<file path="src/rtl/fpu_horner_pkg.sv">
// Shared definitions for the Horner polynomial engine: FSM state encoding,
// arithmetic-unit flag bit positions and extended-precision FP constants.
package fpu_horner_pkg;

  typedef enum logic [2:0] {
    S_IDLE     = 3'd0,
    S_FETCH    = 3'd1,
    S_MUL      = 3'd2,
    S_WAIT_MUL = 3'd3,
    S_ADD      = 3'd4,
    S_WAIT_ADD = 3'd5,
    S_DONE     = 3'd6
  } state_t;

  // Bit positions within the 4-bit {inexact, underflow, overflow, invalid} flags
  localparam int unsigned FLAG_INVALID   = 0;
  localparam int unsigned FLAG_OVERFLOW  = 1;
  localparam int unsigned FLAG_UNDERFLOW = 2;
  localparam int unsigned FLAG_INEXACT   = 3;

  // x87 80-bit extended constants
  localparam logic [79:0] FP_ZERO = 80'h0000_0000_0000_0000_0000;
  localparam logic [79:0] FP_ONE  = 80'h3FFF_8000_0000_0000_0000;

  // Invalid or overflow from either unit marks the evaluation as erroneous
  function automatic logic flags_raise_error(input logic [3:0] f);
    return f[FLAG_INVALID] | f[FLAG_OVERFLOW];
  endfunction

endpackage

</file>
<file path="src/rtl/fpu_horner_timeout.sv">
// Wait-cycle counter for the arithmetic-unit handshakes. Counts while
// count_en is high, clears whenever it is low; expired flags the cycle in
// which the TIMEOUT-th consecutive wait cycle is being spent.
module fpu_horner_timeout #(
  parameter int unsigned TIMEOUT = 255
) (
  input  logic clk,
  input  logic reset,
  input  logic count_en,
  output logic expired
);

  localparam int unsigned CW = (TIMEOUT < 2) ? 1 : $clog2(TIMEOUT + 1);

  logic [CW-1:0] count_q, count_d;

  // Next count: increment while waiting, otherwise return to zero
  always_comb begin
    count_d = '0;
    if (count_en) begin
      count_d = count_q + CW'(1);
    end
  end

  // Counter register
  always_ff @(posedge clk or posedge reset) begin
    if (reset) begin
      count_q <= '0;
    end else begin
      count_q <= count_d;
    end
  end

  assign expired = count_en && (count_q == CW'(TIMEOUT - 1));

endmodule

</file>
<file path="src/rtl/fpu_horner_engine.sv">
// Horner-scheme polynomial evaluator driving external FP multiply/add units
// and a combinational coefficient ROM.
// Optional feature: define FPU_HORNER_ZERO_SHORTCUT_EN to return c0 directly
// when x is +/-0 without issuing any arithmetic.
module fpu_horner_engine
  import fpu_horner_pkg::*;
#(
  parameter int unsigned WIDTH      = 80,
  parameter int unsigned DEG_W      = 4,
  parameter int unsigned SEL_W      = 4,
  parameter int unsigned MAX_DEGREE = 15,
  parameter int unsigned TIMEOUT    = 255
) (
  input  logic             clk,
  input  logic             reset,
  input  logic             start,
  input  logic             abort,
  input  logic [SEL_W-1:0] poly_select,
  input  logic [DEG_W-1:0] degree,
  input  logic [WIDTH-1:0] x_in,
  output logic [SEL_W-1:0] coeff_poly,
  output logic [DEG_W-1:0] coeff_index,
  input  logic [WIDTH-1:0] coeff_data,
  output logic             mul_enable,
  output logic [WIDTH-1:0] mul_operand_a,
  output logic [WIDTH-1:0] mul_operand_b,
  input  logic [WIDTH-1:0] mul_result,
  input  logic             mul_done,
  input  logic [3:0]       mul_flags,
  output logic             add_enable,
  output logic [WIDTH-1:0] add_operand_a,
  output logic [WIDTH-1:0] add_operand_b,
  input  logic [WIDTH-1:0] add_result,
  input  logic             add_done,
  input  logic [3:0]       add_flags,
  output logic             busy,
  output logic             done,
  output logic [WIDTH-1:0] result_out,
  output logic             error,
  output logic [3:0]       status_flags
);

  state_t           state_q, state_d;
  logic [WIDTH-1:0] x_q, x_d, acc_q, acc_d, coef_q, coef_d, res_q, res_d;
  logic [SEL_W-1:0] poly_q, poly_d;
  logic [DEG_W-1:0] idx_q, idx_d;
  logic             first_q, first_d, bad_q, bad_d;
  logic             done_q, done_d, err_q, err_d, busy_q, busy_d;
  logic             mul_en_q, mul_en_d, add_en_q, add_en_d;
  logic [3:0]       stat_q, stat_d;
  logic             waiting, wait_expired;

  assign waiting = (state_q == S_WAIT_MUL) || (state_q == S_WAIT_ADD);

  fpu_horner_timeout #(
    .TIMEOUT(TIMEOUT)
  ) u_timeout (
    .clk     (clk),
    .reset   (reset),
    .count_en(waiting),
    .expired (wait_expired)
  );

  // Next-state, datapath and registered-output computation
  always_comb begin
    state_d = state_q;
    x_d     = x_q;
    poly_d  = poly_q;
    idx_d   = idx_q;
    acc_d   = acc_q;
    coef_d  = coef_q;
    first_d = first_q;
    bad_d   = bad_q;
    done_d  = done_q;
    err_d   = err_q;
    res_d   = res_q;
    stat_d  = stat_q;

    case (state_q)
      S_IDLE: begin
        if (start) begin
          x_d     = x_in;
          poly_d  = poly_select;
          idx_d   = degree;
          first_d = 1'b1;
          bad_d   = (32'(degree) > MAX_DEGREE);
          err_d   = 1'b0;
          stat_d  = '0;
          done_d  = 1'b0;
`ifdef FPU_HORNER_ZERO_SHORTCUT_EN
          if (x_in[WIDTH-2:0] == '0) begin
            idx_d = '0;
          end
`endif
          state_d = S_FETCH;
        end
      end

      // A bad degree still passes through FETCH so done lands one edge after start
      S_FETCH: begin
        if (bad_q) begin
          state_d = S_DONE;
          done_d  = 1'b1;
          err_d   = 1'b1;
          res_d   = WIDTH'(FP_ZERO);
        end else if (first_q) begin
          acc_d   = coeff_data;
          first_d = 1'b0;
          if (idx_q == '0) begin
            state_d = S_DONE;
            done_d  = 1'b1;
            res_d   = coeff_data;
          end else begin
            state_d = S_MUL;
          end
        end else begin
          coef_d  = coeff_data;
          state_d = S_ADD;
        end
      end

      S_MUL: state_d = S_WAIT_MUL;

      S_WAIT_MUL: begin
        if (mul_done) begin
          acc_d   = mul_result;
          stat_d  = stat_q | mul_flags;
          err_d   = err_q | flags_raise_error(mul_flags);
          idx_d   = idx_q - DEG_W'(1);
          state_d = S_FETCH;
        end else if (wait_expired) begin
          state_d = S_DONE;
          done_d  = 1'b1;
          err_d   = 1'b1;
          res_d   = WIDTH'(FP_ZERO);
        end
      end

      S_ADD: state_d = S_WAIT_ADD;

      S_WAIT_ADD: begin
        if (add_done) begin
          acc_d  = add_result;
          stat_d = stat_q | add_flags;
          err_d  = err_q | flags_raise_error(add_flags);
          if (idx_q == '0) begin
            state_d = S_DONE;
            done_d  = 1'b1;
            res_d   = add_result;
          end else begin
            state_d = S_MUL;
          end
        end else if (wait_expired) begin
          state_d = S_DONE;
          done_d  = 1'b1;
          err_d   = 1'b1;
          res_d   = WIDTH'(FP_ZERO);
        end
      end

      S_DONE: begin
        if (!start) begin
          state_d = S_IDLE;
          done_d  = 1'b0;
        end
      end

      default: state_d = S_IDLE;
    endcase

    // Abort overrides any completion or timeout decided above
    if (abort && (state_q != S_IDLE)) begin
      state_d = S_IDLE;
      done_d  = 1'b0;
      err_d   = err_q;
      res_d   = res_q;
      stat_d  = stat_q;
    end

    busy_d   = (state_d != S_IDLE);
    mul_en_d = (state_d == S_MUL);
    add_en_d = (state_d == S_ADD);
  end

  // State and datapath registers
  always_ff @(posedge clk or posedge reset) begin
    if (reset) begin
      state_q  <= S_IDLE;
      x_q      <= '0;
      poly_q   <= '0;
      idx_q    <= '0;
      acc_q    <= '0;
      coef_q   <= '0;
      first_q  <= 1'b0;
      bad_q    <= 1'b0;
      done_q   <= 1'b0;
      err_q    <= 1'b0;
      res_q    <= '0;
      stat_q   <= '0;
      busy_q   <= 1'b0;
      mul_en_q <= 1'b0;
      add_en_q <= 1'b0;
    end else begin
      state_q  <= state_d;
      x_q      <= x_d;
      poly_q   <= poly_d;
      idx_q    <= idx_d;
      acc_q    <= acc_d;
      coef_q   <= coef_d;
      first_q  <= first_d;
      bad_q    <= bad_d;
      done_q   <= done_d;
      err_q    <= err_d;
      res_q    <= res_d;
      stat_q   <= stat_d;
      busy_q   <= busy_d;
      mul_en_q <= mul_en_d;
      add_en_q <= add_en_d;
    end
  end

  assign coeff_poly    = poly_q;
  assign coeff_index   = idx_q;
  assign mul_enable    = mul_en_q;
  assign mul_operand_a = acc_q;
  assign mul_operand_b = x_q;
  assign add_enable    = add_en_q;
  assign add_operand_a = acc_q;
  assign add_operand_b = coef_q;
  assign busy          = busy_q;
  assign done          = done_q;
  assign result_out    = res_q;
  assign error         = err_q;
  assign status_flags  = stat_q;

endmodule

</file>
<file path="config.mk">
export PLATFORM = sky130hd
export DESIGN_NAME = fpu_horner_engine
export DESIGN_NICKNAME = d
export VERILOG_FILES = /design/src/rtl/fpu_horner_pkg.sv /design/src/rtl/fpu_horner_timeout.sv /design/src/rtl/fpu_horner_engine.sv
export SDC_FILE = /design/constraint.sdc
export NUM_CORES = 1
export LEC_CHECK = 0
export ABC_AREA = 1
export ABC_CLOCK_PERIOD_IN_PS = 15600
export CORE_AREA = 2 2 298 300
export DETAILED_ROUTE_END_ITERATION = 12
export DIE_AREA = 0 0 300 302
export PLACE_DENSITY_LB_ADDON = 0.25
export SLEW_MARGIN = 20
export SYNTH_ARGS = -nofsm -noshare
export SYNTH_HDL_FRONTEND = slang
export SYNTH_SLANG_ARGS = --single-unit
export TNS_END_PERCENT = 10
</file>
<file path="constraint.sdc">
create_clock -name clk -period 15.6 [get_ports clk]
set_input_delay 3.12 -clock clk [delete_from_list [all_inputs] [get_ports clk]]
set_output_delay 3.12 -clock clk [all_outputs]
set_load 0.01 [all_outputs]
</file>
# Word level (Yosys, flattened, before mapping)
# Index checks and enable logic that the tools add are counted.
# word_totals
output_inout_bits,417
regBits,349
in_bits,342
word_cells,111
# classes
addsub,2
n_mux,43
n_eq_ne,20
n_bitwise,9
n_reduce_logical,22
# ops
cell,n
80-bit two-way mux,9
80-bit one-hot mux with 3 select lines,2
3-bit two-way mux,8
3-bit one-hot mux with 7 select lines,1
4-bit two-way mux,5
"3-bit == test, second input constant",4
1-bit two-way mux,12
"2-bit != test, second input constant",6
4-bit one-hot mux with 3 select lines,1
3-bit nonzero test,4
5-bit AND reduction,2
"3-bit by 2-bit == test with 1-bit output, second input constant",3
"3-bit != test, second input constant",3
"8-bit by 1-bit adder with 8-bit output, second input constant",1
"8-bit == test, second input constant",1
8-bit two-way mux,1
4-bit bitwise OR,2
4-bit one-hot mux with 2 select lines,1
4-bit AND reduction,2
"3-bit by 2-bit != test with 1-bit output, second input constant",2
2-bit AND reduction,3
6-bit AND reduction,1
6-bit nonzero test,1
1-bit one-hot mux with 5 select lines,1
13 further kinds,20

# Logic depth before layout (Yosys ltp)
# depth
depth_word,8
mapped_depth,12
mapped_depth_nobuf,11

# Hierarchy
# From an unflattened synthesis, not the netlist that was laid out.
# unflattened
cells_unflattened,2172
area_unflattened_um2,17341.6
# modules_own_cells
module,area_each_um2,seq_area_each_um2,cells_each,n_inst
fpu_horner_engine,16961.3,8533.2,2126,1
fpu_horner_timeout,380.4,200.2,46,1

# Worst setup path after synthesis
# No wires, ideal clock.
# synth_path
path_kind,input to register
start,input add_done
end,"register res_q[0], in the netlist result_out[0]"
cell_stages,6
required_ns,15.535
setup_ns,0.065
path_buffers,1
setup_slack_ns,11.468
t_arrival_ns,4.067
path_cell_list,nand4_1 a21oi_2 nor3_4 buf_6 nand2_1 nand2_1
# synth_between
elab_chain_cells,2
word_cells_on_any_way,4
classes_between,eq/ne (1); mux (2); reduce/logical (1)
# synth_lines
element,line_no,source
start: declaration,fpu_horner_engine.sv:34,"input logic add_done,"
3-bit by 2-bit != test with 1-bit output (no line) or 80-bit two-way mux (tied branches),-,
6-bit AND reduction (no line) or 80-bit one-hot mux with 3 select lines (tied branches),-,
end signal: assignment,fpu_horner_engine.sv:214,res_q <= res_d;
end: declaration,fpu_horner_engine.sv:44,"logic [WIDTH-1:0] x_q, x_d, acc_q, acc_d, coef_q, coef_d, res_q, res_d;"
# Several ways; a longest one is shown, not always the timed one.
# A chain may end at the register's enable or synchronous reset.

==> impl_metrics.tcl <==
set metrics [dict create \
    netlist_area_mm2 0.0168 \
    vias_per_cell 4.21 \
    r2r_start "state_q[1]" \
    dpl.hpwl_mm 56.8 \
    io_buffers 758 \
    crit_path_end_kind "async pin" \
    finalHoldViolCount 0 \
    cts_setup_buffers 0 \
    design.die.area_mm2 0.0906 \
    min_to "add_operand_b[78]" \
    die_h_um 302 \
    required_ns 16.23 \
    drt_wl_total_mm 79.6 \
    maxUsedRoutingLayer "met5" \
    io_pins 759 \
    post_cts_resized 0 \
    syn_avg_cell_area_um2 7.65 \
    ys_types 29 \
    p_comb_share_pct 49.9 \
    ant_nets 0 \
    synthesis.nets 2547 \
    areaGrowthSynthToFinish_pct 56.3 \
    grt_usage_pct 17.0 \
    intPower_mw 3.23 \
    slew_viol_final 0 \
    r2r_slack_ns 11.78 \
    ys_ff_latch 349 \
    final-setup-viol-count 0 \
    initial_core_util_pct 19.2 \
    yosys_warnings 0 \
    tns_ns 0 \
    reg2reg_depth 10 \
    final_cell_mix "nand2_1 (1113), clkdlybuf4s50_1 (758), dfrtp_1 (349)" \
    clock.fmax_ghz 0.189 \
    rsz0062_at_grt "no" \
    placedCellCount 3942 \
    clk_pin_slew_ns 0.06 \
    final_common_cell "nand2_1" \
    hold_buffers 0 \
    nets 3169 \
    route.met2.wl_mm 38.1 \
    htree_levels 2 \
    r2r_end "add_operand_a[53]" \
    die_x_um 300 \
    cts-buffers-inserted 44 \
    wl_met1_mm 32.6 \
    vdd_drop_max_mv 0.0893 \
    drt_iter0_drc 945 \
    cts_tree "yes" \
    timing.final.crit_share_pct 33.9 \
    instances_no_fill 4025 \
    maxCapViolations 0 \
    antenna_found_initial 11 \
    hold_path.class "flop to flop" \
    p_leak_nw 11.9 \
    cts.sinks 349 \
    switching_power_mw 2.19 \
    drc 0 \
    grt_pass1_vias 17075 \
    drive_above_1_share_pct 4.03 \
    holdPathStages 2 \
    max_slew_margin_pct 33.6 \
    yosysSeqAreaShare_pct 51.9 \
    holdCritStartpoint "add_operand_b[78]" \
    rows 109 \
    crit_fanout 108 \
    place.gp.congestion 0.839 \
    worst-setup-path-type "input pin to async pin" \
    fin_crit_ns 5.28 \
    coreArea_mm2 0.0876 \
    skew_ns 0.0160 \
    tightest_slew_ns 0.996 \
    grt_pass1_wl_mm 115 \
    wire_per_inst_um 19.8 \
    drtPass1Iterations 5 \
    status "complete, no violations" \
    powerDensity_mw_per_mm2 206 \
    grt_max_degree 133 \
    grt_overflow 0 \
    dr_wl_met3_mm 6.54 \
    via_count 16954 \
    critPathLaunchType "input pin" \
    power_frac_seq_pct 31.2 \
    clkPwrFrac_pct 18.9 \
    synthCells 2201 \
    max-clock-path-buffers 3 \
    crit_arrival_ns 5.91 \
    swShare_pct 40.4 \
    clkLatencyLatePin_ns 0.57 \
    clock-root-buffer "clkbuf_16" \
]
==> layout make-up <==
cell class	count	area, um^2
Clock buffer	62	1260
Sequential cell	349	8730
Antenna cell	6	15.0
Multi-Input combinational cell	1613	6810
Clock inverter	15	143
Fill cell	9464	61200
Inverter	36	148
Tap cell	1165	1460
Timing Repair Buffer	779	7760
==> sequential cells by signal, indices dropped and copies added, names as in the netlist <==
name	count
add_operand_a	80
status_flags	4
add_operand_b	80
first_q	1
mul_operand_b	80
result_out	80
coeff_poly	4
busy	1
u_timeout.count_q	8
state_q	3
coeff_index	4
add_enable	1
mul_enable	1
error	1
done	1
==> synthesized netlist by cell type (all sizes together) <==
master | number | area (um^2)
a21oi | 85 | 429
dfrtp | 349 | 8730
o21ai | 22 | 114
buf | 160 | 1060
o211ai | 2 | 15.0
nor2 | 108 | 432
a22oi | 1 | 7.51
inv | 36 | 135
ha | 4 | 50.1
nand2 | 1119 | 4220
nor3 | 4 | 31.3
nand3 | 182 | 921
nor4 | 1 | 6.26
clkbuf | 43 | 161
nand4 | 5 | 31.3
and3 | 80 | 500
==> metal layers <==
layer / vias to the layer above / track usage (%)
li1: 8104 / -
met1: 8076 / 20.7
met2: 669 / 28.4
met3: 103 / 5.14
met4: 2 / 5.80
met5: - / 0
==> power by group through the flow <==
stage / Clock [mW] / Sequential (mW) / Combinational, mW
2_1_floorplan: 0 / 1.80 / 1.16
3_3_place_gp: 0 / 1.70 / 2.74
5_1_grt: 1.09 / 1.75 / 2.96
6_report: 1.02 / 1.69 / 2.71
4_1_cts: 1.06 / 1.70 / 2.75
3_5_place_dp: 0 / 1.70 / 2.74
==> kinds of logic after synthesis <==
| kind of cell | share of synthesized area [%] |
|---|---|
| simple gates | 36.4 |
| flops | 51.9 |
| compound gates | 3.36 |
| buf+inv | 8.05 |
| fa+ha+maj | 0.297 |
==> metrics by stage <==
step	utilization (%)	cell area (um^2)	hold slack [ns]	setup slack, ns	power [mW]
floorplan	-	16800	0.454	2.80	2.96
global placement	28.4	24900	0.461	9.62	4.44
detailed placement	28.4	24900	0.464	9.60	4.44
CTS	30.0	26300	0.480	10.24	5.51
global route	30.1	26300	0.494	9.96	5.80
finish	30.1	26300	0.475	10.32	5.42
==> critical path: stages <==
cell and delay (ns):
clkdlybuf4s50_1 0.49, inv_8 0.59, buf_4 0.79, buf_4 0.70
==> how the worst max path moves through the flow <==
stage / start / endpoint / cells after the start
after global routing: reset / add_operand_a[49] / 4
after detailed placement: reset / add_operand_b[52] / 4
after CTS: reset / result_out[55] / 4
after global placement: reset / add_operand_a[51] / 4
after floorplan: reset / add_enable / 1
final: reset / add_operand_a[40] / 4
No activity file was read; power rests on OpenSTA's default activity.
